## src/rtl/lpc_sink_pkg.sv

```systemverilog
// Shared widths, FSM state encoding and length helper for the LPC sink RAM writer.
package lpc_sink_pkg;

  localparam int LPC_DATA_W = 16;
  localparam int LPC_ADDR_W = 11;

  typedef enum logic [1:0] {
    ST_IDLE  = 2'd0,
    ST_RUN   = 2'd1,
    ST_FLUSH = 2'd2
  } lpc_state_t;

  // A programmed length of zero means "fill the whole RAM".
  function automatic int unsigned lpc_expand_len(input int unsigned len,
                                                 input int unsigned addr_w);
    return (len == 0) ? (32'd1 << addr_w) : len;
  endfunction

endpackage

```

## src/rtl/lpc_avmm_wr_stage.sv

```systemverilog
// One-entry Avalon-MM write register: loads a word, holds it under waitrequest,
// and empties once the slave accepts it. A load in the drain cycle refills it.
module lpc_avmm_wr_stage
  import lpc_sink_pkg::*;
#(
  parameter int DATA_W = LPC_DATA_W,
  parameter int ADDR_W = LPC_ADDR_W
) (
  input  logic              clk,
  input  logic              rst,
  input  logic              i_load,
  input  logic [ADDR_W-1:0] i_addr,
  input  logic [DATA_W-1:0] i_data,
  input  logic              i_waitrequest,
  output logic              o_write,
  output logic [ADDR_W-1:0] o_address,
  output logic [DATA_W-1:0] o_writedata,
  output logic              o_full,
  output logic              o_drain
);

  logic              r_write;
  logic [ADDR_W-1:0] r_address;
  logic [DATA_W-1:0] r_writedata;

  assign o_write     = r_write;
  assign o_address   = r_address;
  assign o_writedata = r_writedata;
  assign o_full      = r_write;
  assign o_drain     = r_write & ~i_waitrequest;

  always_ff @(posedge clk or posedge rst) begin
    if (rst) begin
      r_write     <= 1'b0;
      r_address   <= '0;
      r_writedata <= '0;
    end else if (i_load) begin
      r_write     <= 1'b1;
      r_address   <= i_addr;
      r_writedata <= i_data;
    end else if (o_drain) begin
      r_write <= 1'b0;
    end
  end

endmodule

```

## src/rtl/lpc_sink_ram_writer.sv

```systemverilog
// Drains a 16-bit stream into a window of the LPC sink RAM through an Avalon-MM
// write master; stops on word count or end-of-packet.
module lpc_sink_ram_writer
  import lpc_sink_pkg::*;
#(
  parameter int DATA_W = LPC_DATA_W,
  parameter int ADDR_W = LPC_ADDR_W
) (
  input  logic                clk,
  input  logic                reset,
  input  logic                start,
  input  logic [ADDR_W-1:0]   base_addr,
  input  logic [ADDR_W:0]     length,
  input  logic [DATA_W-1:0]   snk_data,
  input  logic                snk_valid,
  input  logic                snk_eop,
  output logic                snk_ready,
  output logic [ADDR_W-1:0]   m_address,
  output logic                m_chipselect,
  output logic                m_write,
  output logic [DATA_W-1:0]   m_writedata,
  output logic [DATA_W/8-1:0] m_byteenable,
  input  logic                m_waitrequest,
  output logic                busy,
  output logic                done,
  output logic [ADDR_W:0]     word_count,
  output logic                eop_stop,
  output lpc_state_t          dbg_state
);

  localparam int LW = ADDR_W + 1;

  lpc_state_t        r_state, w_state_nxt;
  logic [ADDR_W-1:0] r_wr_ptr;
  logic [ADDR_W:0]   r_remaining;
  logic [ADDR_W:0]   r_word_count;
  logic              r_busy, r_done, r_eop_stop;
  logic              w_full, w_drain, w_load_ok, w_accept, w_start_ok, w_last, w_finish;

  // Handshakes: a stream sample transfers on a rising edge where snk_valid and
  // snk_ready are both high; a bus write transfers on a rising edge where
  // m_write is high and m_waitrequest is low, and is held unchanged until then.
  assign w_load_ok  = (r_state == ST_RUN) && (r_remaining != '0) && (!w_full || w_drain);
  assign w_accept   = snk_valid && w_load_ok;
  assign w_start_ok = (r_state == ST_IDLE) && start;
  assign w_last     = snk_eop || (r_remaining == LW'(1));
  assign w_finish   = (r_state == ST_FLUSH) && w_drain;

  assign snk_ready    = w_load_ok;
  assign m_chipselect = m_write;
  assign m_byteenable = {(DATA_W/8){m_write}};
  assign busy         = r_busy;
  assign done         = r_done;
  assign word_count   = r_word_count;
  assign eop_stop     = r_eop_stop;
  assign dbg_state    = r_state;

  lpc_avmm_wr_stage #(
    .DATA_W(DATA_W),
    .ADDR_W(ADDR_W)
  ) u_stage (
    .clk          (clk),
    .rst          (reset),
    .i_load       (w_accept),
    .i_addr       (r_wr_ptr),
    .i_data       (snk_data),
    .i_waitrequest(m_waitrequest),
    .o_write      (m_write),
    .o_address    (m_address),
    .o_writedata  (m_writedata),
    .o_full       (w_full),
    .o_drain      (w_drain)
  );

  always_comb begin
    w_state_nxt = r_state;
    case (r_state)
      ST_IDLE:  if (start) w_state_nxt = ST_RUN;
      ST_RUN:   if (w_accept && w_last) w_state_nxt = ST_FLUSH;
      ST_FLUSH: if (w_drain) w_state_nxt = ST_IDLE;
      default:  w_state_nxt = ST_IDLE;
    endcase
  end

  always_ff @(posedge clk or posedge reset) begin
    if (reset) r_state <= ST_IDLE;
    else       r_state <= w_state_nxt;
  end

  always_ff @(posedge clk or posedge reset) begin
    if (reset) begin
      r_wr_ptr     <= '0;
      r_remaining  <= '0;
      r_word_count <= '0;
      r_busy       <= 1'b0;
      r_done       <= 1'b0;
      r_eop_stop   <= 1'b0;
    end else begin
      r_done <= w_finish;
      if (w_finish) r_busy <= 1'b0;
      if (w_start_ok) begin
        r_wr_ptr     <= base_addr;
        r_remaining  <= LW'(lpc_expand_len(32'(length), ADDR_W));
        r_word_count <= '0;
        r_eop_stop   <= 1'b0;
        r_busy       <= 1'b1;
      end else begin
        if (w_drain) r_word_count <= r_word_count + LW'(1);
        if (w_accept) begin
          r_wr_ptr    <= r_wr_ptr + ADDR_W'(1);
          r_remaining <= r_remaining - LW'(1);
          // Early packet end only counts when words were still owed.
          if (snk_eop && (r_remaining > LW'(1))) r_eop_stop <= 1'b1;
        end
      end
    end
  end

endmodule

```

## config.mk

```make
export PLATFORM = sky130hd
export DESIGN_NAME = lpc_sink_ram_writer
export DESIGN_NICKNAME = d
export VERILOG_FILES = /design/src/rtl/lpc_sink_pkg.sv /design/src/rtl/lpc_avmm_wr_stage.sv /design/src/rtl/lpc_sink_ram_writer.sv
export SDC_FILE = /design/constraint.sdc
export NUM_CORES = 1
export LEC_CHECK = 0
export BUFFER_PORTS_ARGS = -buffer_cell sky130_fd_sc_hd__buf_2
export CORE_UTILIZATION = 47
export CTS_BUF_LIST = sky130_fd_sc_hd__clkbuf_8 sky130_fd_sc_hd__clkbuf_16
export CTS_CLUSTER_DIAMETER = 150
export CTS_CLUSTER_SIZE = 14
export DETAILED_ROUTE_END_ITERATION = 16
export GPL_ROUTABILITY_DRIVEN = 0
export PLACE_DENSITY = 0.83
export SYNTH_ARGS = -nofsm -noshare
export SYNTH_HDL_FRONTEND = slang
export SYNTH_SLANG_ARGS = --single-unit
export TNS_END_PERCENT = 20
```

## constraint.sdc

```tcl
create_clock -name clk -period 2.4 [get_ports clk]
set_clock_uncertainty 0.1 [all_clocks]
set_input_delay 0.24 -clock clk [delete_from_list [all_inputs] [get_ports clk]]
set_output_delay 0.24 -clock clk [all_outputs]
set_load 0.03 [all_outputs]
```

==> results of run 1 <==
[state kept, by name, indices dropped and copies added, names as in the netlist]
signal               count
eop_stop                 1
done                     1
u_stage.o_address       11
u_stage.o_writedata     16
u_stage.o_full           1
word_count              12
dbg_state                2
r_wr_ptr                11
busy                     1
r_remaining             12
[what timing repair did]
action | in CTS | in global routing
pin swaps | 2 | 1
gates cloned | 0 | 1
endpoints found under the hold margin | 29 | 0
resized for setup | 5 | 3
setup endpoints to repair | 1 | 30
hold buffers | 1 | 0
buffers inserted | 2 | 0
[cell usage after synthesis, types with 2 or more instances]
library cell	number	area share, %
xnor2_1	4	1.0
o311ai_0	2	0.51
nor4_1	14	2.6
nand4b_1	2	0.51
o31ai_1	4	0.88
nand3_1	7	1.0
buf_4	4	0.88
xor2_1	3	0.77
mux2_2	27	8.9
dfrtp_1	68	50
nor2b_1	2	0.37
or4_1	8	1.8
a221o_1	3	0.88
and4_1	2	0.51
a21oi_1	6	0.88
a31oi_1	6	1.1
ha_1	5	1.8
nand2_1	23	2.5
inv_1	7	0.77
nor3_1	10	1.5
nor3b_1	2	0.44
clkbuf_1	11	1.2
and2_1	3	0.55
or3_1	8	1.5
buf_1	2	0.22
a211o_1	2	0.51
o31a_1	3	0.77
and3_1	7	1.3
nand2b_1	4	0.73
o21ai_0	8	1.2
a311oi_1	6	1.5
o211ai_1	4	0.88
a211oi_1	4	0.88
o211a_1	2	0.59
buf_2	4	0.59
buf_6	2	0.66
nand4_1	10	1.8
nor2_1	25	2.7
[metrics by stage]
stage	std cells	cell area, sq um
5_1_grt	530	4350
4_1_cts	529	4330
6_report	530	4350
2_1_floorplan	325	3410
3_3_place_gp	510	4050
3_5_place_dp	510	4050
[worst max-delay path, delay by kind of cell (launching register included)]
family	cells	cell delay (ns)
buffers and inverters	1	0.13
DFF	1	0.39
and+or+nand+nor	3	1.25
[cell usage in the layout, fill, tap and decap left out, types with 6 or more instances in the layout]
master    synthesis  layout
buf_2             4      92
dfrtp_1          68      68
mux2_2           27      27
nor2_1           25      24
nand2_1          23      23
buf_4             4      19
nor4_1           14      13
nand4_1          10      10
nor3_1           10      10
clkbuf_8          0       9
o21ai_0           8       8
or3_1             8       8
nand3_1           7       7
or4_1             8       7
inv_1             7       6
a311oi_1          6       6
a31oi_1           6       6
and3_1            7       6
[final cells by class]
cell class                 instances  share of cell area (%)
clock buffer                       9                    2.85
sequential                        68                    39.1
clock inverter                     7                    2.67
multi-input combinational        228                    36.9
inverter                           7                   0.604
timing repair buffer             115                    15.1
tap                               96                    2.76
[power breakdown]
part | internal [uW] | switching [uW]
Sequential | 1170 | 22.8
Combinational | 76.9 | 85.4
Clock | 688 | 455
[worst max-delay path by stage]
stage	from	to	slack [ns]	cells after the start
floorplan	r_remaining[8]	snk_ready	0.006	6
global route	r_remaining[2]	snk_ready	-0.11	4
CTS	r_remaining[2]	snk_ready	-0.05	4
global placement	r_remaining[9]	snk_ready	0.07	4
finish	r_remaining[2]	snk_ready	-0.07	4
detailed placement	r_remaining[9]	snk_ready	0.06	4
[layer usage]
metal / GRT usage [%] / up-vias / share of wire [%] / wire, um
met1: 30.3 / 1507 / 44 / 3670
met4: 7.60 / 0 / 1.0 / 87
li1: - / 1430 / - / -
met5: 0 / - / 0 / 0
met2: 37.2 / 96 / 49 / 4080
met3: 4.83 / 7 / 5.7 / 472
[logic make-up (layout without fill, tap and decap cells)]
| logic type | after synthesis | count (layout) | synth area share [%] |
|---|---|---|---|
| xor+xnor | 7 | 7 | 1.80 |
| compound gates | 55 | 55 | 12.0 |
| mux | 27 | 27 | 8.91 |
| simple gates | 133 | 134 | 21.3 |
| fa+ha+maj | 5 | 5 | 1.83 |
| flops | 68 | 68 | 49.9 |
| buf+inv | 30 | 138 | 4.33 |
==> results_dict.tcl, run 1 <==
set metrics [dict create \
    power_leakage_uw 0.00218 \
    die_area_sq_um 7610 \
    grt_max_degree 40 \
    critical_path_class "reg -> out" \
    final-seq-area_sq_um 1700 \
    htreeDepth 3 \
    initial_core_util_pct 49.4 \
    netlist_area_sq_um 3410 \
    fin_util_pct 63.0 \
    numCtsBuffers 9 \
    min_path_type "in -> reg" \
    clk_pin_slew_ns 0.08 \
    cts_buffer_depth 2 \
    wl_mm 8.30 \
    die_x_um 87.2 \
    yosysWarnings 0 \
    nFillCells 618 \
    r2r-start "r_remaining[2]" \
    slowest_delay_ns 0.55 \
    cp.arrival_ns 2.13 \
    fin_setup_tns_ns -0.0719 \
    tritoncts "done" \
    max-cap-violations 0 \
    critPathLaunchType "flop" \
    maxSlewViolCount 0 \
    grt_pass1_wl_mm 13.3 \
    status "complete, but fails checks" \
    setup_ws_ns -0.0719 \
    finalCriticalPeriod_ns 2.47 \
    grt_usage_pct 22.8 \
    synth_flop_cell "dfrtp_1" \
    ys_ff_latch 68 \
    fin_nets 479 \
    synth.distinct_cells 49 \
    critPathCaptureType "primary output" \
    portBuffers 93 \
    root_buffer "clkbuf_8" \
    first_pass_iters 4 \
    worstSkewPairLatency_ns 0.35 \
    async_reset_ff_share_pct 100 \
    violations "setup timing" \
    hold_depth 2 \
    cp_slowest_cell "or4_4" \
    timing.rr.end "r_wr_ptr[1]" \
    synth_cells 325 \
    reg2reg_depth 5 \
    drt_iter0_drc 191 \
    num_antenna_cells 0 \
    grt-ovfl-total 0 \
    path_cells "or4_4, or4_4, and3_4, buf_6" \
    synth_edf_count 0 \
    rrSetupSlack_ns 0.07 \
    cts_sinks 68 \
    grt_pass1_vias 2824 \
    syn_avg_cell_area_sq_um 10.5 \
    power.total_uw 2500 \
    worstMarginPinSlew_ns 0.682 \
    fp.dieH_um 87.2 \
    whs_endpoint "u_stage.o_writedata[4]" \
    setup_viol 1 \
    max_freq_ghz 0.405 \
    drtAntennaViolNets 0 \
    cp_common_cell "or4_4" \
    hold_viol 0 \
    slew_headroom_pct 54.5 \
    p_per_area_nw_per_um2 574 \
    dpl.hpwl_mm 5.60 \
    multi_input_area_sq_um 1610 \
    ir_drop_v 0.000488 \
    antenna_found_initial 0 \
    hold_ws_ns 0.0146 \
    ys_seq_area_share_pct 49.9 \
    critPathMaxFanout 2 \
    drc 0 \
    synthToLayoutAreaGrowth_pct 27.5 \
    post-route-period-util_pct 103 \
    place_ws_ns 0.0554 \
    syn-num-nets 375 \
    drive_gt1_share_pct 39.2 \
    post_drt_wl_per_cell_um 15.7 \
    viasPerCell 5.74 \
    core-area_sq_um 6910 \
    min_from "snk_data[4]" \
    rows 30 \
    num_vias 3040 \
    worstPathRequired_ns 2.06 \
    rsz0062_at_grt "true" \
    ioPinCount 94 \
]
Power figures use the tool's default switching activity.
==> run 2, diff against run 1 <==
--- a/config.mk
+++ b/config.mk
@@ -13,6 +13,7 @@
 export DETAILED_ROUTE_END_ITERATION = 16
 export GPL_ROUTABILITY_DRIVEN = 0
 export PLACE_DENSITY = 0.83
+export SKIP_LAST_GASP = 1
 export SYNTH_ARGS = -nofsm -noshare
 export SYNTH_HDL_FRONTEND = slang
 export SYNTH_SLANG_ARGS = --single-unit
==> run 2 against run 1 <==
Compared with the run above: the run still ends with setup timing left; global-route usage is the same; sequential cell count is the same; first-iteration DRC count shrank 2.1%; core utilization shrank 0.18 points; critical path type unchanged; largest power group unchanged.
==> results_dict.tcl, run 2 (synthesis gave the netlist of run 1 again) <==
set metrics [dict create \
    grt-ovfl-total 0 \
    finalCriticalPeriod_ns 2.47 \
    grt_pass1_vias 2824 \
    maxSlewViolCount 0 \
    postLayoutCellArea_sq_um 4340 \
    num_vias 3030 \
    drt_iter0_drc 187 \
    hold_viol 0 \
    post_drt_wl_per_cell_um 15.8 \
    root_buffer "clkbuf_8" \
    rrSetupSlack_ns 0.03 \
    portBuffers 93 \
    critPathMaxFanout 2 \
    initial_core_util_pct 49.4 \
    layout_common_cells "buf_2 (92), dfrtp_1 (68), mux2_2 (27)" \
    max_freq_ghz 0.405 \
    cts_sinks 68 \
    setup_ws_ns -0.0706 \
    reg2reg_depth 7 \
    setup_viol 1 \
    worstSkewPairLatency_ns 0.35 \
    die_x_um 87.2 \
    whs_endpoint "u_stage.o_writedata[4]" \
    htreeDepth 3 \
    critical_path_class "reg -> out" \
    cp.arrival_ns 2.13 \
    grt_pass1_wl_mm 13.3 \
    p_per_area_nw_per_um2 575 \
    core-area_sq_um 6910 \
    seqPwrFrac_pct 47.7 \
    worstMarginPinSlew_ns 0.869 \
    cp_common_cell "or4_4" \
    fp.dieH_um 87.2 \
    drive_gt1_share_pct 38.9 \
    min_from "snk_data[4]" \
    fin_nets 479 \
    critPathCaptureType "primary output" \
    switching_share_pct 22.6 \
    worstPathRequired_ns 2.06 \
    power.switching_uw 564 \
    tritoncts "done" \
    timing.rr.end "r_remaining[4]" \
    r2r-start "r_remaining[9]" \
    status "complete, but fails checks" \
    die_area_sq_um 7610 \
    ioPinCount 94 \
    fin_util_pct 62.8 \
    power_leakage_uw 0.00218 \
    comb_power_share_pct 6.5 \
    viasPerCell 5.72 \
    dpl.hpwl_mm 5.60 \
    violations "setup timing" \
    critPathLaunchType "flop" \
    nFillCells 622 \
    drtAntennaViolNets 0 \
    slew_headroom_pct 42.0 \
    num_antenna_cells 0 \
    post-route-period-util_pct 103 \
    layout_commonest_cell "buf_2" \
    grt_max_degree 40 \
    rows 30 \
    wl_mm 8.38 \
    slowest_delay_ns 0.55 \
    path_cells "or4_4, or4_4, and3_4, buf_6" \
    antenna_found_initial 0 \
    clk_pin_slew_ns 0.08 \
    hold_depth 2 \
    pwr-share-clk_pct 45.8 \
    min_path_type "in -> reg" \
    max-cap-violations 0 \
    first_pass_iters 4 \
    largest_reg_flops 16 \
    ir_drop_v 0.000491 \
    cp_slowest_cell "or4_4" \
    power.internal_uw 1930 \
    synthToLayoutAreaGrowth_pct 27.1 \
    numCtsBuffers 9 \
    place_area_sq_um 4050 \
    drc 0 \
    grt_usage_pct 22.8 \
    rsz0062_at_grt "true" \
    cts_buffer_depth 2 \
]
[run 2: cell count changes in the layout (fill, tap and decap cells not counted)]
cell,before,now
a21oi_1,5,6
a21oi_2,1,0
buf_4,19,20
buf_6,2,1
nor2_2,0,1
nor2_4,2,1
[run 2: through the flow]
step / cells / power, uW / worst slack, ns / hold WS, ns / setup TNS (ns)
after floorplan: 325 / 1280 / 0.00614 / 0.256 / 0
after global placement: 510 / 1360 / 0.0656 / 0.271 / 0
after detailed placement: 510 / 1370 / 0.0554 / 0.285 / 0
after CTS: 529 / 2520 / -0.0453 / 0.0100 / -0.0453
after global routing: 530 / 2590 / -0.112 / 0.00574 / -0.728
final: 530 / 2500 / -0.0706 / 0.0167 / -0.0706
[run 2: layout make-up]
class / count / area [sq um] / area share, %
tap: 96 / 120 / 2.77
clock buffer: 9 / 124 / 2.86
clock inverter: 7 / 116 / 2.68
inverter: 7 / 26.3 / 0.606
timing repair buffer: 115 / 652 / 15.0
sequential: 68 / 1700 / 39.2
multi-input combinational: 228 / 1600 / 36.8
[run 2: repair_timing]
item                       in CTS  in global routing
pin swaps                       2                  1
hold endpoints to repair       29                  0
buffers inserted                2                  0
hold buffers                    1                  0
cloned                          0                  1
setup endpoints to repair       1                 30
gates resized for setup         5                  0
[run 2: worst max-delay path, delay by kind of cell, from the launching register on]
family | cells | cell delay, ns
buffers and inverters | 1 | 0.13
flip-flops | 1 | 0.39
AND/OR/NAND/NOR | 3 | 1.25
[run 2: how the worst max path moves through the flow]
stage | from | endpoint | slack, ns | cells past startpoint
2_1_floorplan | r_remaining[8] | snk_ready | 0.006 | 6
3_3_place_gp | r_remaining[9] | snk_ready | 0.07 | 4
3_5_place_dp | r_remaining[9] | snk_ready | 0.06 | 4
4_1_cts | r_remaining[2] | snk_ready | -0.05 | 4
5_1_grt | r_remaining[2] | snk_ready | -0.11 | 4
6_report | r_remaining[2] | snk_ready | -0.07 | 4
[run 2: power groups by stage]
| stage | logic, uW | registers, uW | clock network [uW] |
|---|---|---|---|
| final | 163 | 1190 | 1140 |
| after global routing | 182 | 1190 | 1210 |
| after CTS | 163 | 1190 | 1160 |
| after detailed placement | 158 | 1210 | 0 |
| after global placement | 153 | 1210 | 0 |
| after floorplan | 73.7 | 1210 | 0 |
[run 2: layer usage]
metal / GRT usage, % / vias to the layer above / wire [um]
li1: - / 1429 / -
met3: 4.83 / 7 / 469
met4: 7.60 / 0 / 80
met5: 0 / - / 0
met2: 37.2 / 89 / 4080
met1: 30.3 / 1505 / 3750
==> run 3, diff against run 2 <==
--- a/config.mk
+++ b/config.mk
@@ -5,8 +5,10 @@
 export SDC_FILE = /design/constraint.sdc
 export NUM_CORES = 1
 export LEC_CHECK = 0
+export ABC_AREA = 1
 export BUFFER_PORTS_ARGS = -buffer_cell sky130_fd_sc_hd__buf_2
-export CORE_UTILIZATION = 47
+export CORE_MARGIN = 2
+export CORE_UTILIZATION = 48
 export CTS_BUF_LIST = sky130_fd_sc_hd__clkbuf_8 sky130_fd_sc_hd__clkbuf_16
 export CTS_CLUSTER_DIAMETER = 150
 export CTS_CLUSTER_SIZE = 14
==> run 3 against run 2 <==
Compared with the run above: the run now ends clean; cell area up 7.5%; combinational power rose to 17 times the previous value; clock power down 6%; via count up 25%; sequential power up 66%; final cell count up 39%; global-route usage up 1.5 points; sequential cell count unchanged; synthesized area up 11%; critical endpoint is now dbg_state[0]; largest cell class is now multi-input gates.
==> results_dict.tcl, run 3 <==
set metrics [dict create \
    max_freq_ghz 0.484 \
    async_reset_ff_share_pct 100 \
    crit_path_start "r_remaining[0]" \
    yosys-top-cells-area "dfrtp_1 (45%), nand2_1 (21%), nor2_1 (5.1%), inv_1 (4.9%), nand3_1 (4.2%)" \
    grt_max_degree 69 \
    worstMarginPinSlew_ns 0.551 \
    viasPerCell 5.12 \
    critPathLaunchType "flop" \
    r2r-start "r_remaining[0]" \
    tritoncts "done" \
    grt_usage_pct 24.3 \
    cp.arrival_ns 2.22 \
    synth-simple-area-share_pct 36.7 \
    power_leakage_uw 0.00252 \
    dpl.hpwl_mm 6.71 \
    synth.most_common_cell "nand2_1" \
    worstSkewPairLatency_ns 0.35 \
    min_path_type "in -> reg" \
    synthMuxAreaShare_pct 0 \
    numCtsBuffers 9 \
    fp.dieH_um 92.8 \
    min_from "m_waitrequest" \
    grt_pass1_wl_mm 16.8 \
    root_buffer "clkbuf_8" \
    synth_flop_cell "dfrtp_1" \
    syn-num-nets 575 \
    portBuffers 93 \
    multi_input_area_sq_um 1730 \
    post_drt_wl_per_cell_um 13.3 \
    synth_fa_ha_area_share_pct 1.65 \
    grt_use_met2_pct 43.1 \
    max-cap-violations 0 \
    dp_cells 705 \
    drtAntennaViolNets 0 \
    ioPinCount 94 \
    wl_mm 9.82 \
    first_pass_iters 5 \
    post-route-period-util_pct 86.1 \
    grt_pass1_vias 3672 \
    rsz0062_at_grt "false" \
    num_antenna_cells 0 \
    postLayoutCellArea_sq_um 4660 \
    critPathCaptureType "flop" \
    postCtsSetupBuffers 0 \
    status "completed" \
    largest_reg_flops 16 \
    htreeDepth 3 \
    drt_iter0_drc 253 \
    synth_top_family_by_area "simple AND/OR/NAND/NOR gates" \
    synth_cells 525 \
    hold_viol 0 \
    slew_headroom_pct 63.2 \
    ys_ff_latch 68 \
    place_area_sq_um 4270 \
    drive_gt1_share_pct 20.4 \
    netlist_area_sq_um 3790 \
    synth_edf_count 0 \
    layout_commonest_cell "nand2_1" \
    fin_cells 738 \
    synth_compound_area_share_pct 6.91 \
    critPathMaxFanout 35 \
    setup_viol 0 \
    ctsResizeCount 0 \
    worstPathRequired_ns 2.56 \
    cts_buffer_depth 2 \
    final-seq-area_sq_um 1700 \
    yosysWarnings 0 \
    syn_avg_cell_area_sq_um 7.21 \
    p_per_area_nw_per_um2 1250 \
    synth-xor-area-share_pct 0.463 \
    synth_commonest_cells "nand2_1 (215), dfrtp_1 (68), nor2_1 (51)" \
    rows 32 \
    core-area_sq_um 7690 \
    use_met3_pct 6.51 \
    synthToLayoutAreaGrowth_pct 23.2 \
    cts_sinks 68 \
    ys_seq_area_share_pct 44.9 \
    ir_drop_v 0.000744 \
    num_vias 3778 \
    gr-max-usage-layer "met2" \
    die_area_sq_um 8610 \
    critical_path_class "reg -> reg" \
    synth_top_area_share_pct 44.9 \
    fin_nets 681 \
    drc 0 \
    die_x_um 92.8 \
    antenna_found_initial 0 \
    initial_core_util_pct 49.3 \
    maxSlewViolCount 0 \
    grt-ovfl-total 0 \
    finalCriticalPeriod_ns 2.07 \
    layout_common_cells "nand2_1 (215), buf_2 (93), dfrtp_1 (68)" \
    nFillCells 741 \
    synth.distinct_cells 35 \
    fin_setup_tns_ns 0 \
    met1_usage_pct 29.5 \
    post-synth-top-area-cell "dfrtp_1" \
    clk_pin_slew_ns 0.07 \
]
-- run 3: cell types whose count changed in the layout (fill, tap and decap cells not counted), sizes merged, moves of 15 or more --
cell         change
nand3           +27
buf             -15
o21ai           +29
inv             +43
dlygate4sd3     +16
nand2          +195
mux2            -27
nor2            +28
-- run 3: through the flow --
step | util [%] | worst slack [ns] | total power, uW | hold slack (ns)
after floorplan | - | 0.348 | 4080 | 0.250
after global placement | 55.6 | 0.464 | 4610 | 0.246
after detailed placement | 55.6 | 0.375 | 4720 | 0.263
after CTS | 60.7 | 0.360 | 5830 | 0.0298
after global routing | 60.7 | 0.143 | 6280 | 0.0592
final | 60.7 | 0.334 | 5820 | 0.0484
-- run 3: what timing repair did --
| item | in CTS | in global routing |
|---|---|---|
| endpoints found under the hold margin | 84 | 0 |
| setup endpoints to repair | 0 | 0 |
| hold buffers | 17 | 0 |
-- run 3: layer usage --
metal / part of all wire [%] / up-vias
met2: 52 / 130
met1: 40 / 1782
met4: 1.2 / 0
met3: 6.5 / 16
met5: 0 / -
li1: - / 1850
-- run 3: layout make-up --
class / instances / share of cell area (%)
Inverter: 50 / 4.02
Timing Repair Buffer: 116 / 14.9
Multi-Input combinational cell: 386 / 37.1
Sequential cell: 68 / 36.5
Tap cell: 102 / 2.74
Clock buffer: 9 / 2.66
Clock inverter: 7 / 2.12
-- run 3: logic make-up (layout without fill, tap and decap cells) --
logic type      after synthesis  after routing
simple gates                330            330
buf+inv                      71            182
flops                        68             68
compound gates               49             49
fa+ha+maj                     5              5
xor+xnor                      2              2
-- run 3: path summary, 6_finish.rpt --
| kind | to | slack [ns] | depth (start not counted) |
|---|---|---|---|
| max | dbg_state[0] | 0.33 | 9 |
| min | u_stage.o_full | 0.05 | 3 |
| max reg2reg | dbg_state[0] | 0.33 | 9 |
| min reg2reg | u_stage.o_writedata[15] | 0.39 | 2 |
| max in group asynchronous | r_remaining[4] | 1.46 | 4 |
| min in group asynchronous | u_stage.o_writedata[8] | 0.43 | 4 |
-- run 3: worst max-delay path, cell delays in order, from the launching register on --
cell and delay (ns):
dfrtp_1 0.41, inv_1 0.20, ha_1 0.18, inv_1 0.04, nor2_1 0.14, nand2_2 0.10
nand3_4 0.17, buf_4 0.37, nor2_1 0.07, o21ai_0 0.17
-- run 3: where the power goes --
part           switching (uW)  total (uW)  internal, uW
Combinational            1930        2780           848
Clock                     478        1070           592
Sequential                391        1970          1580
